===== config.mk =====
export PLATFORM = sky130hd
export DESIGN_NAME = branch_predictor
export DESIGN_NICKNAME = d
export VERILOG_FILES = /design/src/rtl/branch_predictor.sv
export SDC_FILE = /design/constraint.sdc
export NUM_CORES = 2
export LEC_CHECK = 0
export CAP_MARGIN = 0
export CORE_MARGIN = 5
export CORE_UTILIZATION = 49
export CTS_CLUSTER_SIZE = 12
export DETAILED_ROUTE_END_ITERATION = 10
export GPL_ROUTABILITY_DRIVEN = 0
export PLACE_DENSITY = 0.71
export SYNTH_ARGS = -nofsm -noshare
export SYNTH_HDL_FRONTEND = slang
export SYNTH_SLANG_ARGS = --single-unit

===== constraint.sdc =====
create_clock -name clk -period 4.8 [get_ports clk]
set_input_delay 0.48 -clock clk [delete_from_list [all_inputs] [get_ports clk]]
set_output_delay 0.48 -clock clk [all_outputs]
set_load 0.05 [all_outputs]

===== src/rtl/branch_predictor.sv =====
// IF-stage branch predictor: 2-bit counter PHT plus direct-mapped BTB, same-cycle lookup,
// one-cycle registered training path with forwarding, and lookup/mispredict perf counters.
module branch_predictor #(
  parameter int unsigned PHT_IDX_W = 8,
  parameter int unsigned BTB_IDX_W = 5,
  parameter int unsigned BTB_TAG_W = 25
) (
  input  logic        clk,
  input  logic        resetn,
  input  logic [32:0] if_to_bp_bus,
  output logic [36:0] bp_to_if_bus,
  input  logic [66:0] ex_to_bp_bus,
  output logic [31:0] perf_lookup_cnt,
  output logic [31:0] perf_mispred_cnt
);

  localparam int PhtDepth = 1 << PHT_IDX_W;
  localparam int BtbDepth = 1 << BTB_IDX_W;

  // Bus fields
  logic        bp_en;
  logic [31:0] bp_pc;
  logic        upd_valid;
  logic [31:0] upd_pc;
  logic        upd_taken;
  logic [31:0] upd_target;
  logic        upd_mispredict;

  assign {bp_en, bp_pc} = if_to_bp_bus;
  assign upd_valid      = ex_to_bp_bus[66];
  assign upd_pc         = ex_to_bp_bus[65:34];
  assign upd_taken      = ex_to_bp_bus[33];
  assign upd_target     = ex_to_bp_bus[32:1];
  assign upd_mispredict = ex_to_bp_bus[0];

  // Instructions are word aligned, so the low PC bits carry no information.
  logic unused_pc_bits;
  assign unused_pc_bits = ^{bp_pc[1:0], upd_pc[1:0]};

  logic [PHT_IDX_W-1:0] lk_pidx, up_pidx;
  logic [BTB_IDX_W-1:0] lk_bidx, up_bidx;
  logic [BTB_TAG_W-1:0] lk_tag, up_tag;

  assign lk_pidx = bp_pc[PHT_IDX_W+1:2];
  assign lk_bidx = bp_pc[BTB_IDX_W+1:2];
  assign lk_tag  = bp_pc[BTB_IDX_W+BTB_TAG_W+1:BTB_IDX_W+2];
  assign up_pidx = upd_pc[PHT_IDX_W+1:2];
  assign up_bidx = upd_pc[BTB_IDX_W+1:2];
  assign up_tag  = upd_pc[BTB_IDX_W+BTB_TAG_W+1:BTB_IDX_W+2];

  // Tables
  logic [PhtDepth-1:0][1:0]           pht_q;
  logic [BtbDepth-1:0]                btb_valid_q;
  logic [BtbDepth-1:0][BTB_TAG_W-1:0] btb_tag_q;
  logic [BtbDepth-1:0][31:0]          btb_target_q;

  // Pending update (stage 1 -> stage 2)
  logic                 pend_valid_q;
  logic [PHT_IDX_W-1:0] pend_pidx_q;
  logic [BTB_IDX_W-1:0] pend_bidx_q;
  logic [BTB_TAG_W-1:0] pend_tag_q;
  logic                 pend_taken_q;
  logic [31:0]          pend_target_q;
  logic [1:0]           pend_state_q;

  logic        predict_valid_q;
  logic [31:0] lookup_cnt_q, lookup_cnt_d;
  logic [31:0] mispred_cnt_q, mispred_cnt_d;

  // Lookup: effective state is the pending entry when it targets the same index.
  logic [1:0]           lk_state;
  logic                 lk_btb_valid;
  logic [BTB_TAG_W-1:0] lk_btb_tag;
  logic [31:0]          lk_btb_target;
  logic                 btb_hit;
  logic [31:0]          predict_target;

  always_comb begin
    lk_state = pht_q[lk_pidx];
    if (pend_valid_q && (pend_pidx_q == lk_pidx)) begin
      lk_state = pend_state_q;
    end
    lk_btb_valid  = btb_valid_q[lk_bidx];
    lk_btb_tag    = btb_tag_q[lk_bidx];
    lk_btb_target = btb_target_q[lk_bidx];
    if (pend_valid_q && pend_taken_q && (pend_bidx_q == lk_bidx)) begin
      lk_btb_valid  = 1'b1;
      lk_btb_tag    = pend_tag_q;
      lk_btb_target = pend_target_q;
    end
  end

  assign btb_hit        = lk_btb_valid && (lk_btb_tag == lk_tag);
  assign predict_target = btb_hit ? lk_btb_target : 32'h0;

  // predict_valid is purely registered so IF's bp_en feedback cannot form a loop.
  assign bp_to_if_bus = {predict_valid_q, lk_state[1], lk_state, btb_hit, predict_target};

  // Stage 1: saturating counter from the effective (possibly pending) base state.
  logic [1:0] base_state;
  logic [1:0] new_state;

  always_comb begin
    base_state = pht_q[up_pidx];
    if (pend_valid_q && (pend_pidx_q == up_pidx)) begin
      base_state = pend_state_q;
    end
    new_state = base_state;
    if (upd_taken) begin
      if (base_state != 2'b11) new_state = base_state + 2'd1;
    end else begin
      if (base_state != 2'b00) new_state = base_state - 2'd1;
    end
  end

  always_ff @(posedge clk or negedge resetn) begin
    if (!resetn) begin
      pend_valid_q  <= 1'b0;
      pend_pidx_q   <= '0;
      pend_bidx_q   <= '0;
      pend_tag_q    <= '0;
      pend_taken_q  <= 1'b0;
      pend_target_q <= '0;
      pend_state_q  <= 2'b01;
    end else begin
      pend_valid_q <= upd_valid;
      if (upd_valid) begin
        pend_pidx_q   <= up_pidx;
        pend_bidx_q   <= up_bidx;
        pend_tag_q    <= up_tag;
        pend_taken_q  <= upd_taken;
        pend_target_q <= upd_target;
        pend_state_q  <= new_state;
      end
    end
  end

  // Stage 2: commit the pending entry into the tables.
  always_ff @(posedge clk or negedge resetn) begin
    if (!resetn) begin
      pht_q <= {PhtDepth{2'b01}};
    end else if (pend_valid_q) begin
      pht_q[pend_pidx_q] <= pend_state_q;
    end
  end

  // Not-taken updates leave the BTB alone; taken ones overwrite regardless of old tag.
  always_ff @(posedge clk or negedge resetn) begin
    if (!resetn) begin
      btb_valid_q  <= '0;
      btb_tag_q    <= '0;
      btb_target_q <= '0;
    end else if (pend_valid_q && pend_taken_q) begin
      btb_valid_q[pend_bidx_q]  <= 1'b1;
      btb_tag_q[pend_bidx_q]    <= pend_tag_q;
      btb_target_q[pend_bidx_q] <= pend_target_q;
    end
  end

  always_ff @(posedge clk or negedge resetn) begin
    if (!resetn) begin
      predict_valid_q <= 1'b0;
    end else begin
      predict_valid_q <= 1'b1;
    end
  end

  // Performance counters, free-running with natural 32-bit wrap.
  always_comb begin
    lookup_cnt_d  = lookup_cnt_q + 32'd1;
    mispred_cnt_d = mispred_cnt_q + 32'd1;
  end

  always_ff @(posedge clk or negedge resetn) begin
    if (!resetn) begin
      lookup_cnt_q  <= '0;
      mispred_cnt_q <= '0;
    end else begin
      if (bp_en) lookup_cnt_q <= lookup_cnt_d;
      if (upd_valid && upd_mispredict) mispred_cnt_q <= mispred_cnt_d;
    end
  end

  assign perf_lookup_cnt  = lookup_cnt_q;
  assign perf_mispred_cnt = mispred_cnt_q;

endmodule


# After elaboration in Yosys (flattened, before gate mapping)
# Index checks and enable logic that the tools add are counted.
# word_totals
in_bits,102
output_inout_bits,101
rom_bits,0
latch_bits,0
mem_count,0
ram_bits,0
reg_bits,2507
elab_cells,387
# op_classes
n_div,0
shifts,0
order_cmp,7
n_bitwise,1
mul,0
eq_ne,5
n_mux,30
addsub,4
reduce_logical,9
# ops
op,n
1024-bit bitwise mux,1
800-bit bitwise mux,1
512-bit bitwise mux,1
32-bit binary-select mux with 5-bit select,1
32-bit demux with 5-bit select,1
32-bit 2-to-1 mux,4
25-bit binary-select mux with 5-bit select,1
25-bit demux with 5-bit select,1
25-bit 2-to-1 mux,3
"32-bit by 1-bit adder with 32-bit output, second input constant",2
2-bit binary-select mux with 8-bit select,2
32-bit OR,1
"8-bit by 9-bit less-than comparator with 1-bit output, second input constant",3
25-bit equality test,1
2-bit demux with 8-bit select,1
8-bit equality test,2
2-bit 2-to-1 mux,8
"5-bit by 6-bit less-than comparator with 1-bit output, second input constant",2
"8-bit by 1-bit greater-or-equal comparator with 1-bit output, second input constant",1
1-bit logical AND,8
1-bit binary-select mux with 5-bit select,1
1-bit demux with 5-bit select,1
5-bit equality test,1
"5-bit by 1-bit greater-or-equal comparator with 1-bit output, second input constant",1
other kinds (5),7

# Logic depth before layout (Yosys ltp)
# logic_depth
word_depth,6
depth_mapped,17
ltp_nobuf,9

# Least setup slack after synthesis
# OpenSTA, ideal clock, no wires.
# synth_path
path_kind,input-to-output
startpoint,in if_to_bp_bus[2]
endpoint,out bp_to_if_bus[22]
path_slack_ps,-1380
required_time_ps,4320
path_stages,14
t_arrival_ps,5700
path_buffers,7
cell_sequence,buf_6 > buf_8 > buf_8 > buf_8 > buf_2 > buf_2 > mux4_2 > a221oi_1 > o22ai_1 > a31oi_1 > a31o_2 > o2111ai_1 > clkbuf_1 > a2111oi_0
# synth_via
elab_chain_len,6
elab_cells_between_ends,14
classes_between,2 x eq/ne; 10 x mux; 2 x reduce/logical
# synth_rtl
item,line_no,source
start: declaration,10,"input logic [32:0] if_to_bp_bus,"
25-bit binary-select mux with 5-bit select or 5-bit equality test (tied branches),"84, 86",
25-bit 2-to-1 mux (not written as such) or 1-bit logical AND (tied branches),"84, 86",
25-bit 2-to-1 mux,86,if (pend_valid_q && pend_taken_q && (pend_bidx_q == lk_bidx)) begin
25-bit equality test,93,assign btb_hit = lk_btb_valid && (lk_btb_tag == lk_tag);
1-bit logical AND,93,
32-bit 2-to-1 mux *,94,assign predict_target = btb_hit ? lk_btb_target : 32'h0;
end: declaration,11,"output logic [36:0] bp_to_if_bus,"
# Mark *: on every way between the ends. The rest lies on a longest branch, timed or not. The select of a mux whose other input is x is not followed.

==> results.py <==
metrics = {
    "status": {
        "status": "finished, violations left",
        "violations": "setup timing",
    },
    "routing": {
        "average_wire_length_per_cell_after_detail_routing_um": 28.6,
        "dr_total_vias": 73400,
        "ant_nets": 0,
        "total_routed_wirelength_um": 333000,
        "vias_per_cell": 6.32,
        "dr.first_iter.drc_count": 6549,
        "dr.pass1.iters": 6,
        "drc": 0,
    },
    "critical_path": {
        "cp_cell_sequence": "xnor2_1 > nand3_1 > or4_4 > buf_4 > clkbuf_16 > nand4_1 > o211ai_1 > nor2_1 > nand4_1 > or4_4 > buf_12 > buf_4 > a2111oi_4 > buf_12",
        "criticalPathCategory": "flip-flop to output port",
        "cp_num_buf_inv": 5,
        "r2r-start": "pend_pidx_q[1]",
        "reg_to_reg_slack_setup_ps": 1300,
        "worst_setup_path_start_kind": "flip-flop",
        "end_kind": "output port",
        "critPathTopFamily": "simple AND/OR/NAND/NOR gates",
        "r2r_cells": 6,
        "timing.critical_path.slowest_stage_cell": "or4_4",
        "crit_path_arrival_time_ps": 4700,
        "setup.worst_path.start": "pend_pidx_q[1]",
        "cp_num_cells": 14,
        "crit_fanout": 11,
        "critPathMaxStageDelay_ps": 720,
        "timing.critical_path.required_ps": 4320,
    },
    "synth": {
        "synth.lib_cells_used.distinct": 62,
        "yosys_register_bits": 2499,
        "postSynthAreaPerCell_sq_um": 14.6,
        "syn_nets": 8204,
        "synthSimpleGateAreaFrac": 0.0409,
        "ys_top_cells_by_area": "dfrtp_1, mux2_2, mux4_2",
        "synth.mux.area_fraction": 0.362,
        "synth_xor_area_frac": 0.00750,
        "yosys_warnings": 0,
        "synth_edf_count": 0,
        "synth_compound_gate_area_share": 0.0294,
        "dominant_combinational_cell_family_by_area_after_synthesis": "multiplexers",
        "yosysTopAreaCellShare": 0.476,
        "synth_seq_area_share": 0.533,
        "synth_top_cell_by_area": "dfrtp_1",
        "ys.flop_type": "dfrtp_1",
        "post_synth_fa_ha_maj_area_fraction": 0.000212,
        "synthesis.area_sq_mm": 0.118,
        "netlist_instances": 8100,
        "asyncSetResetFlopFracSynth": 1.00,
    },
    "hold_path": {
        "hold_class": "primary input to flip-flop",
        "hp-start": "ex_to_bp_bus[66]",
        "min_delay_path_depth": 2,
    },
    "die": {
        "fp.dieH_um": 501,
        "io_pins": 203,
        "die_width_um": 501,
        "core_area_sq_mm": 0.240,
        "design.die.area_sq_mm": 0.251,
        "initial_core_utilization": 0.491,
        "rows": 180,
    },
    "sta": {
        "transition_time_at_the_pin_with_the_least_slew_margin_ps": 1350,
        "finalHoldViolations": 0,
        "maximum_clock_rate_mhz": 193,
        "finalCritPeriodShare": 1.08,
        "slew-limit-headroom": 0.0943,
        "final.setup.tns_ps": -11270,
        "report.final.slew_viol_count": 0,
        "period_needed_ps": 5180,
        "rsz0062_at_grt": "yes",
        "hold-worst-slack_ps": 144,
        "finalSetupViolCount": 33,
        "timing.clock.skew_ps": 69.0,
        "timing.final.ws_setup_ps": -375,
    },
    "power": {
        "leakage_nw": 60.1,
        "power_frac_clock": 0.358,
        "power.share.switching": 0.258,
        "power.density_mw_per_mm2": 431,
        "pwr-share-seq": 0.474,
        "p_comb_frac": 0.168,
        "irDropWorstVdd_mv": 0.295,
        "power.net_switching_mw": 15.0,
        "power.internal_mw": 43.3,
    },
    "cts": {
        "cts_max_level": 5,
        "cts.path.max_buffers": 4,
        "clock_tree_from_tritoncts": "built",
        "numCtsBuffers": 286,
        "cts_root_buffer": "clkbuf_16",
        "insertion_delay_ps": 940,
        "clkTransAtPathRegs_ps": 60,
        "tritoncts_num_sinks": 2499,
    },
    "flow_run": {
        "cap_viol_max_count": 0,
    },
    "final_layout": {
        "final_cell_count_no_fill": 11600,
        "final_core_util": 0.563,
        "area_of_the_multi_input_gates_sq_mm": 0.0529,
        "fillCellCount": 18600,
        "flow.area_growth_from_synthesis_pct": 14.6,
        "drive_gt1_frac": 0.484,
        "nNetsFinal": 8354,
        "layout.area.seq_sq_mm": 0.0629,
    },
    "grt": {
        "grt_antenna_before_repair": 4,
        "maximum_number_of_pins_on_one_net_before_global_route_repair": 166,
        "grt.overflow.total": 0,
        "grt_first_pass_wirelength_um": 504000,
        "first_global_vias": 77000,
        "globalRouteTotalUtil": 0.266,
    },
    "placement": {
        "io_port_bufs": 198,
        "dp.final_hpwl_um": 193000,
        "dpl.cell_count": 11100,
    },
}
## final cells by class
| cell class | instances | share of cell area |
|---|---|---|
| Antenna cell | 2 | 0.0000370 |
| Clock buffer | 416 | 0.0619 |
| Clock inverter | 51 | 0.00356 |
| Inverter | 19 | 0.000602 |
| Multi-Input combinational cell | 4832 | 0.391 |
| Sequential cell | 2499 | 0.465 |
| Tap cell | 3185 | 0.0295 |
| Timing Repair Buffer | 612 | 0.0478 |
## logic make-up (layout without fill, tap and decap cells)
family	count (synthesis)	after routing
other cells	1	3
flops	2499	2499
fa+ha+maj	2	2
buf+inv	769	1098
compound gates	576	576
xor+xnor	101	101
simple gates	1105	1105
mux	3047	3047
## flip-flops by register name, indices dropped and copies added, names as in the netlist, 7 cells and up
signal,flops
btb_valid_q,32
pend_tag_q,23
pend_pidx_q,7
pend_target_q,32
btb_tag_q,800
btb_target_q,1024
pht_q,512
perf_lookup_cnt,32
perf_mispred_cnt,32
## synth_stat cells (all sizes together), types with 5 or more instances
| master | n |
|---|---|
| a2111oi | 37 |
| a211oi | 13 |
| a21oi | 26 |
| a221oi | 19 |
| a22o | 10 |
| a22oi | 47 |
| a31oi | 11 |
| and2 | 11 |
| and3 | 28 |
| and4 | 5 |
| buf | 218 |
| clkbuf | 532 |
| dfrtp | 2242 |
| dfstp | 257 |
| inv | 18 |
| mux2 | 2082 |
| mux2i | 194 |
| mux4 | 771 |
| nand2 | 675 |
| nand2b | 44 |
| nand3 | 75 |
| nand4 | 31 |
| nor2 | 114 |
| nor2b | 27 |
| nor3 | 39 |
| nor4 | 14 |
| o211ai | 14 |
| o21ai | 346 |
| o22ai | 26 |
| or2 | 20 |
| or3 | 10 |
| xnor2 | 69 |
| xor2 | 32 |
## worst paths after layout
check	end
min in group asynchronous	pht_q[353]
max in group asynchronous	btb_tag_q[317]
min reg2reg	btb_valid_q[22]
max reg2reg	btb_tag_q[219]
min	pend_target_q[30]
max	bp_to_if_bus[11]
## power by group through the flow
stage	clock network (mW)	registers, mW	logic [mW]
floorplan	0	27.1	7.19
global placement	0	27.5	9.43
detailed placement	0	27.9	9.77
CTS	21.2	27.6	9.83
global route	22.1	28.1	10.5
finish	20.9	27.6	9.79
## through the flow
stage | area [sq um] | total power, mW | setup WS [ps]
6_report | 135000 | 58.3 | -375
3_3_place_gp | 126000 | 37.0 | -196
4_1_cts | 135000 | 58.6 | -306
3_5_place_dp | 126000 | 37.7 | -153
2_1_floorplan | 119000 | 34.2 | -385
5_1_grt | 135000 | 60.7 | -494
## what timing repair did
item | in CTS | in global routing
gates cloned | 1 | 1
gates resized for setup | 9 | 13
hold buffers | 1 | 0
setup endpoints to repair | 33 | 36
buffers inserted | 4 | 7
pin swaps | 30 | 12
hold endpoints to repair | 61 | 0
## routing by layer
layer  vias up  GRT usage  routed length, um
li1      30300          -                  -
met3       646     0.0595              27100
met2      2887      0.415             155000
met5         -          0                 13
met1     39600      0.378             139000
met4         2     0.0783              10600
## cells in the final DEF, fill, tap and decap left out, drive strengths merged, types with 5 or more instances in the layout
| cell | Yosys | final |
|---|---|---|
| bufinv | 0 | 7 |
| a221oi | 19 | 19 |
| mux2 | 2082 | 2082 |
| a22oi | 47 | 47 |
| and4 | 5 | 5 |
| a2111oi | 37 | 37 |
| xor2 | 32 | 32 |
| nor2 | 114 | 114 |
| clkinv | 1 | 36 |
| a211oi | 13 | 13 |
| dfstp | 257 | 257 |
| clkdlybuf4s50 | 0 | 152 |
| or2 | 20 | 20 |
| a22o | 10 | 10 |
| nor4 | 14 | 14 |
| or3 | 10 | 10 |
| and2 | 11 | 11 |
| nand4 | 31 | 31 |
| a31oi | 11 | 11 |
| nor2b | 27 | 27 |
| a21oi | 26 | 26 |
| nand2b | 44 | 44 |
| nor3 | 39 | 39 |
| inv | 18 | 23 |
| nand3 | 75 | 75 |
| dfrtp | 2242 | 2242 |
| mux2i | 194 | 194 |
| and3 | 28 | 28 |
| o21ai | 346 | 346 |
| buf | 218 | 457 |
| o211ai | 14 | 14 |
| xnor2 | 69 | 69 |
| o22ai | 26 | 26 |
| mux4 | 771 | 771 |
| clkbuf | 532 | 418 |
| nand2 | 675 | 675 |
Note: power is estimated with default switching activity, not from simulation.
